===== src/rtl/audio_pkg.sv =====
// Shared types and widths for the I2S codec port: the default sample width,
// the RX state encoding and the bit-counter width.
package audio_pkg;

    localparam int DEF_DATA_W = 24;

    function automatic int cnt_w(input int dw);
        return $clog2(dw + 1);
    endfunction

    localparam int CNT_W = cnt_w(DEF_DATA_W);

    typedef enum logic [1:0] {
        WAIT_EDGE = 2'd0,
        SKIP      = 2'd1,
        SHIFT     = 2'd2,
        PAD       = 2'd3
    } rx_state_e;

endpackage


===== src/rtl/i2s_edge_sync.sv =====
// Multi-stage synchroniser for one codec clock line, with single-cycle
// rise/fall strobes generated from the synchronised level.
module i2s_edge_sync #(
    parameter int SYNC_STAGES = 2
) (
    input  logic clk,
    input  logic rst_n,
    input  logic din,
    output logic level,
    output logic rise,
    output logic fall
);

    logic [SYNC_STAGES-1:0] sync_q, sync_d;
    logic                   prev_q, prev_d;

    always_comb begin
        sync_d = {sync_q[SYNC_STAGES-2:0], din};
        prev_d = sync_q[SYNC_STAGES-1];
    end

    always_ff @(posedge clk or negedge rst_n) begin
        if (!rst_n) begin
            sync_q <= '0;
            prev_q <= 1'b0;
        end else begin
            sync_q <= sync_d;
            prev_q <= prev_d;
        end
    end

    assign level = sync_q[SYNC_STAGES-1];
    assign rise  = level & ~prev_q;
    assign fall  = ~level & prev_q;

endmodule


===== src/rtl/i2s_codec_port.sv =====
// I2S port in the CLOCK_50 domain: ADC deserialiser and DAC serialiser with a
// one-entry holding register. Define I2S_LOOPBACK_EN to feed ADC samples to the DAC.
module i2s_codec_port
    import audio_pkg::*;
#(
    parameter int DATA_W      = DEF_DATA_W,
    parameter int SYNC_STAGES = 2
) (
    input  logic              CLOCK,
    input  logic              RESET,
    input  logic              AUD_BCLK,
    input  logic              AUD_ADCLRCK,
    input  logic              AUD_ADCDAT,
    input  logic              AUD_DACLRCK,
    output logic              AUD_DACDAT,
    output logic [DATA_W-1:0] adc_left,
    output logic [DATA_W-1:0] adc_right,
    output logic              adc_valid,
    input  logic [DATA_W-1:0] dac_left,
    input  logic [DATA_W-1:0] dac_right,
    input  logic              dac_valid,
    output logic              dac_ready,
    output logic              dac_underrun,
    output logic [1:0]        rx_state_dbg
);

    localparam int            CW       = cnt_w(DATA_W);
    localparam logic [CW-1:0] CNT_FULL = CW'(DATA_W);

    logic bclk_lvl, bclk_rise, bclk_fall;
    logic adc_lr, adc_lr_rise, adc_lr_fall;
    logic dac_lr, dac_lr_rise, dac_lr_fall;
    logic unused_strobes;

    i2s_edge_sync #(.SYNC_STAGES(SYNC_STAGES)) u_bclk_sync (
        .clk(CLOCK), .rst_n(RESET), .din(AUD_BCLK),
        .level(bclk_lvl), .rise(bclk_rise), .fall(bclk_fall));
    i2s_edge_sync #(.SYNC_STAGES(SYNC_STAGES)) u_adclrck_sync (
        .clk(CLOCK), .rst_n(RESET), .din(AUD_ADCLRCK),
        .level(adc_lr), .rise(adc_lr_rise), .fall(adc_lr_fall));
    i2s_edge_sync #(.SYNC_STAGES(SYNC_STAGES)) u_daclrck_sync (
        .clk(CLOCK), .rst_n(RESET), .din(AUD_DACLRCK),
        .level(dac_lr), .rise(dac_lr_rise), .fall(dac_lr_fall));

    // LRCK levels are compared at BCLK edges instead of using their own strobes.
    assign unused_strobes = ^{bclk_lvl, adc_lr_rise, adc_lr_fall, dac_lr_rise, dac_lr_fall};

    // Data line gets the same depth as BCLK so bits line up with the bclk_rise strobe.
    logic [SYNC_STAGES-1:0] adcdat_sync_q, adcdat_sync_d;
    logic                   adc_dat;
    assign adc_dat = adcdat_sync_q[SYNC_STAGES-1];

    rx_state_e         rx_state_q, rx_state_d;
    logic              rx_chan_q, rx_chan_d, rx_lr_q, rx_lr_d, rx_primed_q, rx_primed_d;
    logic              have_left_q, have_left_d, pair_done_q, pair_done_d;
    logic              adc_valid_q, adc_valid_d, word_end;
    logic [CW-1:0]     rx_cnt_q, rx_cnt_d, rx_bit_idx;
    logic [DATA_W-1:0] left_shift_q, left_shift_d, right_shift_q, right_shift_d;
    logic [DATA_W-1:0] adc_left_q, adc_left_d, adc_right_q, adc_right_d;

    logic              tx_lr_q, tx_lr_d, tx_primed_q, tx_primed_d, dacdat_q, dacdat_d;
    logic              underrun_q, underrun_d, hold_full_q, hold_full_d, tx_load, accept;
    logic [CW-1:0]     tx_cnt_q, tx_cnt_d;
    logic [DATA_W-1:0] tx_shift_q, tx_shift_d, tx_right_q, tx_right_d;
    logic [DATA_W-1:0] hold_left_q, hold_left_d, hold_right_q, hold_right_d;
    logic [DATA_W-1:0] load_left, load_right;
    logic              load_empty;

`ifdef I2S_LOOPBACK_EN
    assign load_left  = adc_left_q;
    assign load_right = adc_right_q;
    assign load_empty = 1'b0;
    assign dac_ready  = 1'b0;
`else
    assign load_left  = hold_full_q ? hold_left_q  : '0;
    assign load_right = hold_full_q ? hold_right_q : '0;
    assign load_empty = ~hold_full_q;
    assign dac_ready  = ~hold_full_q;
`endif

    assign rx_bit_idx = rx_cnt_q - CW'(1);

    always_comb begin
        adcdat_sync_d = {adcdat_sync_q[SYNC_STAGES-2:0], AUD_ADCDAT};
        rx_state_d    = rx_state_q;
        rx_chan_d     = rx_chan_q;
        rx_cnt_d      = rx_cnt_q;
        rx_lr_d       = rx_lr_q;
        rx_primed_d   = rx_primed_q;
        left_shift_d  = left_shift_q;
        right_shift_d = right_shift_q;
        have_left_d   = have_left_q;
        adc_left_d    = adc_left_q;
        adc_right_d   = adc_right_q;
        pair_done_d   = 1'b0;
        adc_valid_d   = pair_done_q;
        word_end      = 1'b0;
        if (bclk_rise) begin
            rx_lr_d     = adc_lr;
            rx_primed_d = 1'b1;
            if (rx_primed_q && (adc_lr != rx_lr_q)) begin
                // Cut-short words still count; they are left-aligned by construction.
                word_end   = (rx_state_q == SHIFT);
                rx_state_d = SKIP;
                rx_chan_d  = adc_lr;
                rx_cnt_d   = CNT_FULL;
                if (adc_lr) right_shift_d = '0;
                else        left_shift_d  = '0;
            end else if ((rx_state_q == SKIP || rx_state_q == SHIFT) && rx_cnt_q != '0) begin
                if (rx_chan_q) right_shift_d[rx_bit_idx] = adc_dat;
                else           left_shift_d[rx_bit_idx]  = adc_dat;
                rx_cnt_d   = rx_bit_idx;
                rx_state_d = (rx_cnt_q == CW'(1)) ? PAD : SHIFT;
                word_end   = (rx_cnt_q == CW'(1));
            end
        end
        if (word_end) begin
            if (!rx_chan_q) begin
                have_left_d = 1'b1;
            end else if (have_left_q) begin
                adc_left_d  = left_shift_q;
                adc_right_d = right_shift_d;
                pair_done_d = 1'b1;
            end
        end
    end

    always_comb begin
        tx_lr_d      = tx_lr_q;
        tx_primed_d  = tx_primed_q;
        tx_cnt_d     = tx_cnt_q;
        tx_shift_d   = tx_shift_q;
        tx_right_d   = tx_right_q;
        dacdat_d     = dacdat_q;
        underrun_d   = 1'b0;
        tx_load      = 1'b0;
        hold_full_d  = hold_full_q;
        hold_left_d  = hold_left_q;
        hold_right_d = hold_right_q;
        if (bclk_fall) begin
            tx_lr_d     = dac_lr;
            tx_primed_d = 1'b1;
            if (tx_primed_q && (dac_lr != tx_lr_q)) begin
                tx_cnt_d = CNT_FULL;
                if (!dac_lr) begin
                    tx_load    = 1'b1;
                    tx_shift_d = load_left;
                    tx_right_d = load_right;
                    underrun_d = load_empty;
                end else begin
                    tx_shift_d = tx_right_q;
                end
            end else if (tx_cnt_q != '0) begin
                dacdat_d   = tx_shift_q[DATA_W-1];
                tx_shift_d = {tx_shift_q[DATA_W-2:0], 1'b0};
                tx_cnt_d   = tx_cnt_q - CW'(1);
            end else begin
                dacdat_d = 1'b0;
            end
        end
        // Accept wins over load, so a pair offered on the load cycle is kept.
        accept = dac_valid & dac_ready;
        if (tx_load) hold_full_d = 1'b0;
        if (accept) begin
            hold_full_d  = 1'b1;
            hold_left_d  = dac_left;
            hold_right_d = dac_right;
        end
    end

    always_ff @(posedge CLOCK or negedge RESET) begin
        if (!RESET) begin
            adcdat_sync_q <= '0;
            rx_state_q    <= WAIT_EDGE;
            rx_chan_q     <= 1'b0;
            rx_cnt_q      <= '0;
            rx_lr_q       <= 1'b0;
            rx_primed_q   <= 1'b0;
            left_shift_q  <= '0;
            right_shift_q <= '0;
            have_left_q   <= 1'b0;
            adc_left_q    <= '0;
            adc_right_q   <= '0;
            pair_done_q   <= 1'b0;
            adc_valid_q   <= 1'b0;
            tx_lr_q       <= 1'b0;
            tx_primed_q   <= 1'b0;
            tx_cnt_q      <= '0;
            tx_shift_q    <= '0;
            tx_right_q    <= '0;
            dacdat_q      <= 1'b0;
            underrun_q    <= 1'b0;
            hold_full_q   <= 1'b0;
            hold_left_q   <= '0;
            hold_right_q  <= '0;
        end else begin
            adcdat_sync_q <= adcdat_sync_d;
            rx_state_q    <= rx_state_d;
            rx_chan_q     <= rx_chan_d;
            rx_cnt_q      <= rx_cnt_d;
            rx_lr_q       <= rx_lr_d;
            rx_primed_q   <= rx_primed_d;
            left_shift_q  <= left_shift_d;
            right_shift_q <= right_shift_d;
            have_left_q   <= have_left_d;
            adc_left_q    <= adc_left_d;
            adc_right_q   <= adc_right_d;
            pair_done_q   <= pair_done_d;
            adc_valid_q   <= adc_valid_d;
            tx_lr_q       <= tx_lr_d;
            tx_primed_q   <= tx_primed_d;
            tx_cnt_q      <= tx_cnt_d;
            tx_shift_q    <= tx_shift_d;
            tx_right_q    <= tx_right_d;
            dacdat_q      <= dacdat_d;
            underrun_q    <= underrun_d;
            hold_full_q   <= hold_full_d;
            hold_left_q   <= hold_left_d;
            hold_right_q  <= hold_right_d;
        end
    end

    assign AUD_DACDAT   = dacdat_q;
    assign adc_left     = adc_left_q;
    assign adc_right    = adc_right_q;
    assign adc_valid    = adc_valid_q;
    assign dac_underrun = underrun_q;
    assign rx_state_dbg = rx_state_q;

endmodule

===== config.mk =====
export PLATFORM = sky130hd
export DESIGN_NAME = i2s_codec_port
export DESIGN_NICKNAME = d
export VERILOG_FILES = /design/src/rtl/audio_pkg.sv /design/src/rtl/i2s_edge_sync.sv /design/src/rtl/i2s_codec_port.sv
export SDC_FILE = /design/constraint.sdc
export NUM_CORES = 1
export LEC_CHECK = 0
export BUFFER_PORTS_ARGS = -buffer_cell sky130_fd_sc_hd__buf_4
export CORE_ASPECT_RATIO = 1.25
export CORE_MARGIN = 2
export CORE_UTILIZATION = 50
export DETAILED_ROUTE_END_ITERATION = 7
export PLACE_DENSITY_LB_ADDON = 0.15
export SLEW_MARGIN = 0
export SYNTH_ARGS = -nofsm -noshare
export SYNTH_HDL_FRONTEND = slang
export SYNTH_SLANG_ARGS = --single-unit

===== constraint.sdc =====
create_clock -name CLOCK -period 2.85 [get_ports CLOCK]
set_input_delay 0.1425 -clock CLOCK [delete_from_list [all_inputs] [get_ports CLOCK]]
set_output_delay 0.1425 -clock CLOCK [all_outputs]
set_load 0.03 [all_outputs]

==> impl_metrics.yaml <==
detailed_routing:
  via_count: 7753
  drtIter0Drc: 599
  routed_wl_um: 24600
  drc: 0
  postRouteAntennaNets: 0
  dr.pass1.iters: 5
  routedWlPerCell_um: 17.8
  vias_per_cell: 5.61
global_route:
  grt_util_all_layers_pct: 24.1
  grt_pass1_wl_um: 40700
  grt_pass1_vias: 7923
  grt_max_degree: 101
  antenna_found_initial: 0
  gr-total-overflow: 0
cts:
  cts.path.max_buffers: 3
  insertion_delay_ns: 0.50
  cts_sinks: 224
  ctsHtreeMaxLevel: 1
  numCtsBuffers: 23
  cts_tree: "built"
  cts_setup_buffers: 0
  cts.root.buffer_cell: "clkbuf_16"
  clk_pin_slew_ns: 0.06
critical_path:
  cp.depth: 7
  crit_family: "simple AND/OR/NAND/NOR gates"
  setup.worst_path.end: "right_shift_q[18]"
  crit_chain: "inv_1 > ha_1 > or2_1 > o31ai_4 > nand2_1 > or3_1 > nand3_1"
  r2r_slack_ns: 0.26
  rr_endpoint: "right_shift_q[18]"
  critPathRequiredTime_ns: 3.29
  cp.arrival_ns: 3.03
  cp-startpoint: "rx_cnt_q[0]"
  crit_path_top_delay_cell: "dfrtp_1"
  path_class: "reg2reg"
  reg2reg_from: "rx_cnt_q[0]"
  cp.buffers_inverters: 1
  critical_path.max_stage_delay_ns: 0.48
  endpoint_kind: "register"
  cp_max_fo: 13
  rr_worst_depth: 7
  start_kind: "register"
floorplan:
  num_io_pins: 109
  die_y_um: 162
  start_util_pct: 51.0
  fp-row-count: 57
  coreArea_um2: 19500
  die_area_um2: 21000
  die_w_um: 130
cells_and_area:
  final_common_cell: "dfrtp_1"
  diodes: 0
  layout_common_cells: "dfrtp_1, nand2_1, buf_4"
  drive_gt1_share_pct: 21.6
  area_growth_syn_to_layout_pct: 23.9
  nets: 1164
  regArea_um2: 5610
  fillers: 1560
  final_area_um2: 12300
  multi_input_area_um2: 4000
  stdcell_count: 1381
sta:
  finalSetupTns_ns: 0
  rsz0062_at_grt: "no"
  fin_skew_ns: 0.00869
  finalHoldViolCount: 0
  slew_violations: 0
  finalCriticalPeriod_ns: 2.59
  worst_hold_slack_ns: 0.238
  timing.fmax_mhz: 387
  worstMarginPinSlew_ns: 0.886
  period_share_pct: 90.8
  slew-limit-headroom_pct: 41.0
  setup_violations: 0
yosys:
  synthArstFlopShare_pct: 100
  yosysTopAreaCellShare_pct: 56.5
  ys_seq_area_share_pct: 56.5
  synth_fp_nets: 1017
  yosys-top-cells-area: "dfrtp_1, nand2_1, mux2_2"
  ys_ff_latch: 224
  yosys_most_used_dff: "dfrtp_1"
  post_synth.cell_area_avg_um2: 10.4
  yosys.cell_types.count: 65
  yosysTopAreaCell: "dfrtp_1"
  yosys_warnings: 0
  synth_area_um2: 9930
  synth_edf_count: 0
  synthCells: 954
pwr:
  swShare_pct: 32.1
  intPower_w: 0.00687
  ir_drop_v: 0.000644
  p_comb_share_pct: 25.2
  seqPwrFrac_pct: 45.2
  p_leak_nw: 5.65
  p_per_area_nw_per_um2: 822
  p_clk_share_pct: 29.6
  totalPowerFinal_w: 0.0101
  p_switching_w: 0.00324
min_path:
  hold_class: "in2reg"
place:
  dp_hpwl_um: 16100
  numPortBuffers: 108
  gp_congestion: 0.858
  post-place-cells: 1288
  dpl-instance-area_um2: 11000
outcome:
  outcome: "finished, final reports clean"
flow_run:
  cap_violations: 0
state kept, by name, summed over array words and instances (netlist names), 5 cells and up:
signal	cells
adc_right	24
hold_left_q	24
adc_left	24
tx_right_q	24
left_shift_q	24
rx_cnt_q	5
tx_cnt_q	5
hold_right_q	24
right_shift_q	24
tx_shift_q	24
worst register-to-register path: cells and delay by family, from the launching register on:
family / cells / cell delay (ns)
DFF: 1 / 0.48
adders and majority gates: 1 / 0.37
buffers and inverters: 1 / 0.15
AOI/OAI and AO/OA: 1 / 0.35
and+or+nand+nor: 4 / 1.18
area by class of cell:
class                   instances  share of cell area (%)
clock buffers                  33                    5.31
clock inverters                 7                   0.742
inverters                      15                   0.458
multi-input cells             652                    32.5
flip-flops and latches        224                    45.6
well taps                     265                    2.70
repair buffers                185                    12.7
timing repair:
| action | CTS | global route |
|---|---|---|
| resized for setup | 0 | 0 |
| endpoints found under the hold margin | 149 | 0 |
| setup endpoints to repair | 0 | 0 |
| hold buffers | 53 | 0 |
power by group through the flow:
| stage | Clock, W | Combinational [W] | Sequential [W] |
|---|---|---|---|
| global placement | 0 | 0.00244 | 0.00459 |
| finish | 0.00299 | 0.00254 | 0.00457 |
| CTS | 0.00306 | 0.00256 | 0.00456 |
| detailed placement | 0 | 0.00249 | 0.00460 |
| floorplan | 0 | 0.00179 | 0.00445 |
| global route | 0.00320 | 0.00282 | 0.00468 |
logic make-up (layout without fill, tap and decap cells):
logic type      count (synthesis)  count (layout)  synth area share, %
mux                            63              63                 7.05
flops                         224             224                 56.5
xor+xnor                        5               5                0.441
compound gates                218             218                 15.4
simple gates                  358             358                 16.3
fa+ha+maj                       8               8                 1.01
buf+inv                        78             240                 3.37
per-layer routing:
layer,routed length (µm),GRT usage (%),vias to the layer above
li1,-,-,3695
met2,12200,41.4,193
met3,1070,3.58,51
met4,705,7.72,0
met1,10600,31.3,3814
met5,0,0,-
worst min-delay path by stage:
stage                          from         endpoint  slack (ns)  cells after the start
after floorplan               RESET       AUD_DACDAT       -0.15                      0
after global placement        RESET   tx_right_q[18]        0.23                      1
after CTS                 dac_valid  hold_left_q[13]        0.21                      3
final                     dac_valid   hold_left_q[4]        0.24                      3
after detailed placement      RESET   tx_right_q[18]        0.23                      1
after global routing      dac_valid  hold_left_q[11]        0.24                      3
synthesized netlist by cell type, types with 4 or more instances:
master,instances
nor2_1,42
nor2b_1,7
mux2_2,55
nand3_1,72
o31ai_1,27
xor2_1,4
a21oi_1,31
o311ai_1,12
mux2i_1,8
and3_1,5
o21ai_1,8
buf_2,18
inv_1,14
or2_2,4
a221oi_1,22
clkbuf_1,38
o211ai_1,24
o21ai_0,47
nand2_1,195
dfrtp_1,224
a221o_1,4
o21a_1,6
ha_1,8
a31oi_1,6
and2_1,7
a21o_1,7
metrics by stage:
stage	worst slack (ns)	utilization (%)
2_1_floorplan	0.626	-
3_3_place_gp	0.347	56.6
3_5_place_dp	0.254	56.6
4_1_cts	0.267	63.2
5_1_grt	0.0235	63.2
6_report	0.263	63.2
Power figures use the tool's default switching activity.
